## src/rtl/grf_hazard_pkg.sv

```systemverilog
// Shared constants for the GRF hazard scoreboard: table geometry, forwarding
// codes, Tuse/Tnew encodings and the stage-distance to forward-code mapping.
package grf_hazard_pkg;

  localparam int NREG = 32;
  localparam int AW   = $clog2(NREG);
  localparam int TW   = 2;

  // Cycles from issue until write-back completes (E, M, W).
  localparam logic [TW-1:0] LIFE = 2'd3;

  localparam logic [1:0] FWD_GRF = 2'd0;
  localparam logic [1:0] FWD_E   = 2'd1;
  localparam logic [1:0] FWD_M   = 2'd2;
  localparam logic [1:0] FWD_W   = 2'd3;

  localparam logic [TW-1:0] TUSE_NONE = 2'd3;

  localparam logic [TW-1:0] TNEW_LINK = 2'd0;
  localparam logic [TW-1:0] TNEW_ALU  = 2'd1;
  localparam logic [TW-1:0] TNEW_LOAD = 2'd2;

  // Remaining life tells which stage holds the producer.
  function automatic logic [1:0] fwd_code(input logic [TW-1:0] life);
    case (life)
      2'd3:    fwd_code = FWD_E;
      2'd2:    fwd_code = FWD_M;
      2'd1:    fwd_code = FWD_W;
      default: fwd_code = FWD_GRF;
    endcase
  endfunction

endpackage

```

## src/rtl/grf_sb_entry.sv

```systemverilog
// One register's in-flight writer: life and Tnew counters that load on issue,
// clear when their writer is flushed from E, and otherwise count down to 0.
module grf_sb_entry
  import grf_hazard_pkg::*;
(
  input  logic          clk,
  input  logic          reset,
  input  logic          issue,
  input  logic          flush,
  input  logic [TW-1:0] tnew_in,
  output logic [TW-1:0] life,
  output logic [TW-1:0] tnew
);

  // NOTE: the table is built from flops rather than a RAM, so every entry is
  // cleared by the asynchronous reset and nothing stale survives a pipeline reset.
  always_ff @(posedge clk or negedge reset) begin
    if (!reset) begin
      life <= '0;
      tnew <= '0;
    end else if (issue) begin
      // NOTE: non-blocking assignments, so the hazard logic always sees the
      // pre-edge table and the newest writer simply overwrites the old one.
      life <= LIFE;
      tnew <= tnew_in;
    end else if (flush && life == LIFE) begin
      life <= '0;
      tnew <= '0;
    end else begin
      life <= (life != '0) ? life - 1'b1 : '0;
      tnew <= (tnew != '0) ? tnew - 1'b1 : '0;
    end
  end

endmodule

```

## src/rtl/grf_scoreboard.sv

```systemverilog
// GRF hazard controller: per-register writer table, D-stage stall decision,
// forwarding-source report and a saturating stalled-cycle counter.
module grf_scoreboard
  import grf_hazard_pkg::*;
(
  input  logic          clk,
  input  logic          reset,
  input  logic          issue_valid,
  input  logic [AW-1:0] rs_addr,
  input  logic [AW-1:0] rt_addr,
  input  logic [TW-1:0] rs_tuse,
  input  logic [TW-1:0] rt_tuse,
  input  logic          wr_en,
  input  logic [AW-1:0] wr_addr,
  input  logic [TW-1:0] wr_tnew,
  input  logic          md_use,
  input  logic          md_busy,
  input  logic          flush,
  output logic          stall,
  output logic [1:0]    rs_fwd,
  output logic [1:0]    rt_fwd,
  output logic [15:0]   stall_cycles
);

  logic [TW-1:0] life_q [NREG];
  logic [TW-1:0] tnew_q [NREG];
  logic          rs_haz;
  logic          rt_haz;
  logic          md_haz;
  logic          accept;

  // Register 0 never holds a writer.
  assign life_q[0] = '0;
  assign tnew_q[0] = '0;

  for (genvar i = 1; i < NREG; i++) begin : g_entry
    grf_sb_entry u_entry (
      .clk     (clk),
      .reset   (reset),
      .issue   (accept && (wr_addr == AW'(i))),
      .flush   (flush),
      .tnew_in (wr_tnew),
      .life    (life_q[i]),
      .tnew    (tnew_q[i])
    );
  end

  // A pending writer blocks only if its result arrives after the operand is needed.
  assign rs_haz = (rs_addr != '0) && (life_q[rs_addr] != '0) && (tnew_q[rs_addr] > rs_tuse);
  assign rt_haz = (rt_addr != '0) && (life_q[rt_addr] != '0) && (tnew_q[rt_addr] > rt_tuse);
  assign md_haz = md_use && md_busy;

  assign stall  = issue_valid && (rs_haz || rt_haz || md_haz);
  assign accept = issue_valid && !stall && wr_en && (wr_addr != '0);

  assign rs_fwd = (rs_addr == '0) ? FWD_GRF : fwd_code(life_q[rs_addr]);
  assign rt_fwd = (rt_addr == '0) ? FWD_GRF : fwd_code(life_q[rt_addr]);

  always_ff @(posedge clk or negedge reset) begin
    if (!reset) begin
      stall_cycles <= '0;
    end else if (stall && stall_cycles != 16'hFFFF) begin
      stall_cycles <= stall_cycles + 16'd1;
    end
  end

endmodule

```

## config.mk

```make
export PLATFORM = sky130hd
export DESIGN_NAME = grf_scoreboard
export DESIGN_NICKNAME = d
export VERILOG_FILES = /design/src/rtl/grf_hazard_pkg.sv /design/src/rtl/grf_sb_entry.sv /design/src/rtl/grf_scoreboard.sv
export SDC_FILE = /design/constraint.sdc
export NUM_CORES = 1
export LEC_CHECK = 0
export BUFFER_PORTS_ARGS = -buffer_cell sky130_fd_sc_hd__buf_2
export CAP_MARGIN = 20
export CORE_MARGIN = 5
export CORE_UTILIZATION = 40
export CTS_BUF_LIST = sky130_fd_sc_hd__clkbuf_8
export DETAILED_ROUTE_END_ITERATION = 10
export PLACE_DENSITY = 0.61
export SETUP_SLACK_MARGIN = 0.02
export SYNTH_ARGS = -nofsm -noshare
export SYNTH_HDL_FRONTEND = slang
export SYNTH_HIERARCHICAL = 1
export SYNTH_SLANG_ARGS = --single-unit
```

## constraint.sdc

```tcl
create_clock -name clk -period 6.26 [get_ports clk]
set_clock_uncertainty 0.1 [all_clocks]
set_input_delay 1.252 -clock clk [delete_from_list [all_inputs] [get_ports clk]]
set_output_delay 1.252 -clock clk [all_outputs]
set_load 0.05 [all_outputs]
```

# After elaboration in Yosys (flattened, before gate mapping)
# Cells that the tools add are included.
dict set report classes {
  n_addsub 63
  n_mul 0
  div 0
  order_cmp 4
  eq_ne 69
  shifts 0
  mux 202
  bitwise_logic 2
  reduce_logical 144
}
# operator n
set ops {}
lappend ops {{two-way mux 2 bit} 196}
lappend ops {{nonzero test 2 bit} 64}
lappend ops {{subtractor 2 x 1 -> 2 bit (second input constant)} 62}
lappend ops {{equality test 5 bit (second input constant)} 16}
lappend ops {{logical AND 1 bit} 72}
lappend ops {{equality test 2 bit (second input constant)} 35}
lappend ops {{binary-select mux 2 bit (select 5 bit)} 4}
lappend ops {{equality test 5 x 4 -> 1 bit (second input constant)} 8}
lappend ops {{equality test 5 x 3 -> 1 bit (second input constant)} 4}
lappend ops {{adder 16 x 1 -> 16 bit (second input constant)} 1}
lappend ops {{inequality test 16 bit (second input constant)} 1}
lappend ops {{nonzero test 5 bit} 3}
lappend ops {{greater-or-equal comparator 6 bit (second input constant)} 2}
lappend ops {{inverter 5 -> 6 bit} 2}
lappend ops {{case mux 2 bit (3 select lines)} 2}
lappend ops {{equality test 5 x 2 -> 1 bit (second input constant)} 2}
lappend ops {{zero test 5 bit} 2}
lappend ops {{equality test 5 x 1 -> 1 bit (second input constant)} 1}
lappend ops {{equality test 2 x 1 -> 1 bit (second input constant)} 2}
lappend ops {{greater-than comparator 2 bit} 2}
lappend ops {{logical OR 1 bit} 2}
lappend ops {{zero test 1 bit} 1}
dict set report totals {
  reg_bits 140
  latchBits 0
  ram_bits 0
  mem_bits_ro 0
  in_bits 28
  output_inout_bits 21
  wordCells 547
  memories 0
}

# Longest topological paths before layout
# Gate-level depths: netlist (run 1).
dict set report depth {
  word_depth 16
  depth_mapped 16
  ltp_nobuf 13
}

# Modules after synthesis
# Netlist (run 1), hierarchy kept.
# mod n_inst cells_each area_each_um2 seq_area_each_um2
set by_module_without_submodules {}
lappend by_module_without_submodules {grf_sb_entry 31 13 157.7 100.1}
lappend by_module_without_submodules {grf_scoreboard 1 332 3357.0 400.4}

# Least setup slack after synthesis (run 1)
# OpenSTA, ideal clock, no wires.
dict set report synth_path {
  path_type {input-to-output}
  from {input rs_addr[0]}
  to {output stall}
  t_arrival_ns 4.118
  required_ns 4.908
  setup_slack_ns 0.790
  stages 10
  path_buffers 2
  cell_sequence {buf_2 -> buf_2 -> mux4_2 -> mux4_2 -> mux2i_1 -> ha_1 -> a21oi_1 -> o21ai_0 -> o221ai_2 -> and2_1}
}
dict set report synth_via {
  elab_chain_len 10
  elab_cells_between_ends 15
  classes_between {order compare: 1; mux: 6; bitwise: 1; reduce/logical: 7}
}
# item line
set synth_rtl {}
lappend synth_rtl {{from (decl)} grf_scoreboard.sv:9} ;# input logic [AW-1:0] rs_addr,
lappend synth_rtl {{parallel branches: the longest is 6 deep, another holds greater-than comparator 2 bit} --}
lappend synth_rtl {{logical AND 1 bit (*)} grf_scoreboard.sv:49} ;# assign rs_haz = (rs_addr != '0) && (life_q[rs_addr] != '0) && (tnew_q[rs_addr] > rs_tuse);
lappend synth_rtl {{logical OR 1 bit (*) (2 in series)} grf_scoreboard.sv:53} ;# assign stall = issue_valid && (rs_haz || rt_haz || md_haz);
lappend synth_rtl {{logical AND 1 bit (*)} grf_scoreboard.sv:53}
lappend synth_rtl {{to (decl)} grf_scoreboard.sv:19} ;# output logic stall,
# Every way passes the cells marked *. The select of a mux whose other input is x is not followed.

# Worst setup path in the final report (run 1)
# Ends and elaborated chain as after synthesis.

==> results of run 1 <==
sequential cells by signal, indices dropped and copies added, names as in the netlist:
name and cells:
stall_cycles 16, g_entry.u_entry/tnew 62, g_entry.u_entry/life 62
power breakdown:
part           leakage [nW]  switching [W]  internal, W
registers              1.94      0.0000277     0.000924
logic                  1.96       0.000197    0.0000807
clock network         0.212       0.000385     0.000429
total                  4.12       0.000610      0.00143
area by class of cell:
type	count	area share, %
Multi-Input combinational cell	498	46.8
Sequential cell	140	37.8
Timing Repair Buffer	69	4.36
Tap cell	270	3.64
Clock buffer	20	2.97
Inverter	67	2.71
Clock inverter	12	1.74
metrics by stage:
step                      power [W]  setup slack [ns]  hold slack [ns]  util [%]
after floorplan             0.00115             0.790            0.409         -
after global placement      0.00125             0.398            0.374      43.6
after detailed placement    0.00125             0.355            0.401      43.6
after CTS                   0.00206             0.348            0.415      45.8
after global routing        0.00213            0.0554            0.432      45.8
final                       0.00204             0.363            0.414      45.8
logic make-up (layout without fill, tap and decap cells):
group / count (synthesis) / in the layout / synth area share, %
AO/OA/AOI/OAI: 171 / 171 / 17.2
XOR/XNOR: 14 / 14 / 1.49
adder cells (fa/ha/maj): 7 / 7 / 1.06
buffers and inverters: 97 / 168 / 4.92
flip-flops: 140 / 140 / 42.5
multiplexers: 84 / 84 / 18.7
AND/OR/NAND/NOR: 222 / 222 / 14.2
how the worst max path moves through the flow:
stage               endpoint  slack (ns)  cells after the start
floorplan              stall        0.79                     10
global placement       stall        0.40                     10
detailed placement     stall        0.36                     10
CTS                    stall        0.35                     10
global route           stall        0.06                     11
finish                 stall        0.36                     10
critical path, cell delays in order:
cell and delay, ns:
buf_2 0.59, mux4_2 0.60, mux4_2 0.51, mux2_2 0.28, ha_1 0.28, nor2b_1 0.13, o21ai_0 0.30, o221ai_2 0.17
and2_1 0.19, buf_2 0.21
layout by cell type (no fill, tap or decap), types with 2 or more instances in the layout:
cell          n
mux4_2       55
nor2_1       39
nor2b_1      42
mux2_2        9
a32o_1       62
nor4_1        3
nand4_1       6
a21o_1       32
and4_1        4
ha_1          7
o21ai_0       5
and2_1        5
nand3_1      41
clkinv_4      3
nand3b_1      4
clkbuf_8     20
o21bai_1     31
buf_4        21
nor4b_1       2
clkinvlp_4    3
mux2i_1      20
nand2b_1      2
xor2_1        7
nor3_1        9
buf_2        47
dfrtp_1     140
a21oi_1      14
a221oi_1      7
and3_1        4
inv_1        67
inv_6         2
a31oi_1       4
xnor2_1       7
a22o_1        2
bufinv_16     3
a311oi_1      2
nand2_1      52
per-layer routing:
metal  vias up  wire length [um]  global-route usage (%)
li1       2898                 -                       -
met1      3352             10100                    28.1
met2       258             10700                    30.9
met3        43              1800                    4.89
met4         0               658                    7.19
met5         -                 0                       0
==> impl_metrics.py, run 1 <==
metrics = {
    "run_status": {
        "status": "finished, final reports clean",
    },
    "min_path": {
        "hp-class": "reg -> reg",
        "worstHoldPathCells": 1,
        "hold_end": "stall_cycles[4]",
        "hold_path.startpoint": "stall_cycles[4]",
    },
    "logic_synthesis": {
        "synth_edf_count": 0,
        "synth_nets": 770,
        "synth_common_cells": "dfrtp_1, inv_1, a32o_1",
        "synth-seq-area-share_pct": 42.5,
        "ys_warn_count": 6,
        "synth.most_common_cell": "dfrtp_1",
        "async_flop_share_pct": 100,
        "synth_area_leaders": "dfrtp_1, mux4_2, a32o_1",
        "avgSynthCellArea_sq_um": 11.2,
        "yosysTopAreaCell": "dfrtp_1",
        "synth_top_area_share_pct": 42.5,
        "synth-seq-cells": 140,
        "synthCells": 735,
        "netlist_area_sq_um": 8240,
        "ys_dominant_reg_cell": "dfrtp_1",
        "synth.distinct_cells": 55,
    },
    "final_layout": {
        "diodes": 0,
        "design_area_sq_um": 9270,
        "fin_nets": 828,
        "drive_gt1_share_pct": 21.6,
        "nFillCells": 1909,
        "regArea_sq_um": 3500,
        "area_delta_synth_final_pct": 12.4,
        "instances_no_fill": 1076,
        "multi_input_area_sq_um": 4340,
    },
    "die": {
        "start_util_pct": 40.7,
        "rows": 52,
        "core_area_sq_um": 20200,
        "ioPinCount": 49,
        "die_height_um": 154,
        "die_w_um": 154,
        "die_area_sq_um": 23600,
    },
    "clock_network": {
        "cts.sinks": 140,
        "clk_latency_ns": 0.47,
        "ctsResizeCount": 0,
        "cts-hold-fix-buffers": 0,
        "htree_levels": 4,
        "clock_path_buffers": 2,
        "root_buffer": "clkbuf_8",
        "cts_setup_buffers": 0,
        "cts_tree": "done",
        "cts_made_buffers": 17,
        "clk_pin_slew_worst_paths_ns": 0.08,
    },
    "setup_path": {
        "setup.worst_path.start_class": "primary input",
        "crit_type": "in -> out",
        "ff2ff_setup_slack_ns": 1.97,
        "reg2reg_from": "g_entry[29].u_entry/tnew[1]",
        "crit_arrival_ns": 4.54,
        "r2r_end": "g_entry[21].u_entry/tnew[0]",
        "cp.required_ns": 4.91,
        "path_max_fanout": 23,
        "end_kind": "output port",
        "worstRegToRegCells": 11,
        "cp-startpoint": "rs_addr[0]",
    },
    "sta": {
        "post-route-period-util_pct": 94.2,
        "fmax_ghz": 0.170,
        "final_max_slew_viol_count": 0,
        "rsz0062_at_grt": "no",
        "worst_pin_slew_ns": 0.860,
        "max_slew_margin_pct": 42.7,
        "hold_viol_final": 0,
        "setup_tns_ns": 0,
        "min_period_ns": 5.90,
        "setup_viol": 0,
    },
    "route": {
        "ant_nets": 0,
        "via_count": 6551,
        "vias_per_cell": 6.09,
        "first_pass_iters": 7,
        "routed_wl_mm": 23.3,
        "routedWlPerCell_um": 21.7,
        "remaining_drc_errors": 0,
        "drtIter0Drc": 669,
    },
    "power_and_ir_drop": {
        "powerDensity_nw_per_um2": 221,
        "p_leak_nw": 4.12,
        "ir_worst_vdd_v": 0.000129,
    },
    "global_route": {
        "grt_first_pass_wirelength_mm": 37.1,
        "antenna_found_initial": 0,
        "grt_max_degree": 84,
        "gr-usage-all-layers_pct": 20.1,
        "overflow": 0,
        "grt_pass1_vias": 6373,
    },
    "place": {
        "io_buffers": 48,
        "dpl_cell_area_sq_um": 8830,
        "hpwl_mm": 16.3,
        "gp_congestion": 0.889,
        "dp_cells": 1044,
    },
    "job": {
        "max_cap_violations": 0,
    },
}
No activity file was read; power rests on OpenSTA's default activity.
==> run 2: changes to the inputs <==
--- a/config.mk
+++ b/config.mk
@@ -8,10 +8,10 @@
 export BUFFER_PORTS_ARGS = -buffer_cell sky130_fd_sc_hd__buf_2
 export CAP_MARGIN = 20
 export CORE_MARGIN = 5
-export CORE_UTILIZATION = 40
+export CORE_UTILIZATION = 35
 export CTS_BUF_LIST = sky130_fd_sc_hd__clkbuf_8
 export DETAILED_ROUTE_END_ITERATION = 10
-export PLACE_DENSITY = 0.61
+export PLACE_DENSITY = 0.56
 export SETUP_SLACK_MARGIN = 0.02
 export SYNTH_ARGS = -nofsm -noshare
 export SYNTH_HDL_FRONTEND = slang
==> run 2 against run 1 <==
Sequential cell count unchanged. Critical path depth unchanged. Utilization decreased by 6.1 points.
==> impl_metrics.py, run 2 (synthesized netlist as in run 1, its figures left out) <==
metrics = {
    "run_status": {
        "status": "finished, final reports clean",
    },
    "final_layout": {
        "layout_common_cells": "dfrtp_1, inv_1, a32o_1",
        "nFillCells": 2284,
        "reg_top3": "g_entry.u_entry/life: 62 flops, g_entry.u_entry/tnew: 62 flops, stall_cycles: 16 flops",
        "fin_nets": 824,
        "final_common_cell": "dfrtp_1",
        "fin_util_pct": 39.8,
        "area_delta_synth_final_pct": 12.5,
        "drive_gt1_share_pct": 20.8,
    },
    "route": {
        "routedWlPerCell_um": 21.2,
        "remaining_drc_errors": 0,
        "routed_wl_mm": 23.8,
        "vias_per_cell": 5.78,
        "ant_nets": 0,
        "via_count": 6473,
        "drtIter0Drc": 763,
        "first_pass_iters": 7,
    },
    "clock_network": {
        "clk_pin_slew_worst_paths_ns": 0.08,
        "cts.sinks": 140,
        "clock_path_buffers": 2,
        "cts_tree": "done",
        "ctsResizeCount": 0,
        "root_buffer": "clkbuf_8",
        "cts_setup_buffers": 0,
        "cts-hold-fix-buffers": 0,
        "htree_levels": 4,
        "clk_latency_ns": 0.47,
        "cts_made_buffers": 17,
    },
    "job": {
        "max_cap_violations": 0,
    },
    "place": {
        "gp_congestion": 0.926,
        "io_buffers": 48,
        "hpwl_mm": 16.6,
    },
    "sta": {
        "setup_tns_ns": 0,
        "final_max_slew_viol_count": 0,
        "hold_viol_final": 0,
        "fmax_ghz": 0.171,
        "rsz0062_at_grt": "no",
        "worst_pin_slew_ns": 0.900,
        "min_period_ns": 5.84,
        "post-route-period-util_pct": 93.3,
        "max_slew_margin_pct": 40.0,
        "setup_viol": 0,
    },
    "power_and_ir_drop": {
        "powerDensity_nw_per_um2": 217,
        "ir_worst_vdd_v": 0.000113,
        "p_leak_nw": 4.10,
    },
    "global_route": {
        "antenna_found_initial": 1,
        "grt_first_pass_wirelength_mm": 37.2,
        "overflow": 0,
        "grt_max_degree": 94,
        "grt_pass1_vias": 6296,
        "gr-usage-all-layers_pct": 18.1,
    },
    "die": {
        "ioPinCount": 49,
        "rows": 56,
        "core_area_sq_um": 23300,
        "die_w_um": 163,
        "die_height_um": 163,
        "start_util_pct": 35.3,
        "die_area_sq_um": 26700,
    },
    "min_path": {
        "hold_path.startpoint": "stall_cycles[5]",
        "worstHoldPathCells": 1,
        "hp-class": "reg -> reg",
        "hold_end": "stall_cycles[5]",
    },
    "setup_path": {
        "ff2ff_setup_slack_ns": 1.87,
        "crit_arrival_ns": 4.49,
        "cp.required_ns": 4.91,
        "worstRegToRegCells": 11,
        "crit_type": "in -> out",
        "path_max_fanout": 25,
        "r2r_end": "g_entry[1].u_entry/tnew[1]",
        "setup.worst_path.start_class": "primary input",
        "reg2reg_from": "g_entry[31].u_entry/tnew[1]",
        "end_kind": "output port",
    },
}
==> run 2: metrics by stage <==
stage / total power (W) / worst slack [ns] / area [sq um] / hold slack, ns / std cells
finish: 0.00201 / 0.417 / 9280 / 0.385 / 1120
global route: 0.00209 / 0.195 / 9280 / 0.415 / 1120
CTS: 0.00203 / 0.438 / 9270 / 0.394 / 1119
detailed placement: 0.00125 / 0.413 / 8860 / 0.383 / 1089
global placement: 0.00125 / 0.459 / 8860 / 0.374 / 1089
floorplan: 0.00115 / 0.790 / 8240 / 0.409 / 735
==> run 2: worst max path at each step <==
stage	startpoint	to	slack, ns
finish	rs_addr[0]	stall	0.42
CTS	rs_addr[0]	stall	0.44
detailed placement	rs_addr[0]	g_entry[1].u_entry/tnew[1]	0.41
global route	rs_addr[0]	stall	0.19
global placement	rs_addr[0]	stall	0.46
floorplan	rs_addr[0]	stall	0.79
==> run 2: metal layers <==
metal	share of wire, %	GRT usage (%)	vias to the layer above
li1	-	-	2888
met1	46	25.4	3313
met2	46	28.3	242
met3	7.0	4.31	30
met4	1.8	5.03	0
met5	0	0	-
==> run 2: report_power, final <==
group	leakage, nW	switching, W	internal, W	total, W
clock	0.216	0.000353	0.000427	0.000781
combinational	1.94	0.000196	0.0000807	0.000277
sequential	1.94	0.0000275	0.000924	0.000951
==> run 2: cell type report <==
type                       count  area (sq um)  share of cell area (%)
timing repair buffer          65           374                    4.03
sequential                   140          3500                    37.8
tap                          319           399                    4.30
clock inverter                 9           120                    1.30
clock buffer                  21           289                    3.12
antenna                        1          2.50                  0.0270
inverter                      67           251                    2.71
multi-input combinational    498          4340                    46.7
==> run 2: worst max-delay path, stage by stage <==
cell	delay, ns
buf_2	0.57
mux4_2	0.58
mux4_2	0.51
mux2_2	0.30
ha_1	0.28
nor2b_1	0.13
o21ai_0	0.28
o221ai_2	0.16
and2_1	0.20
buf_2	0.21
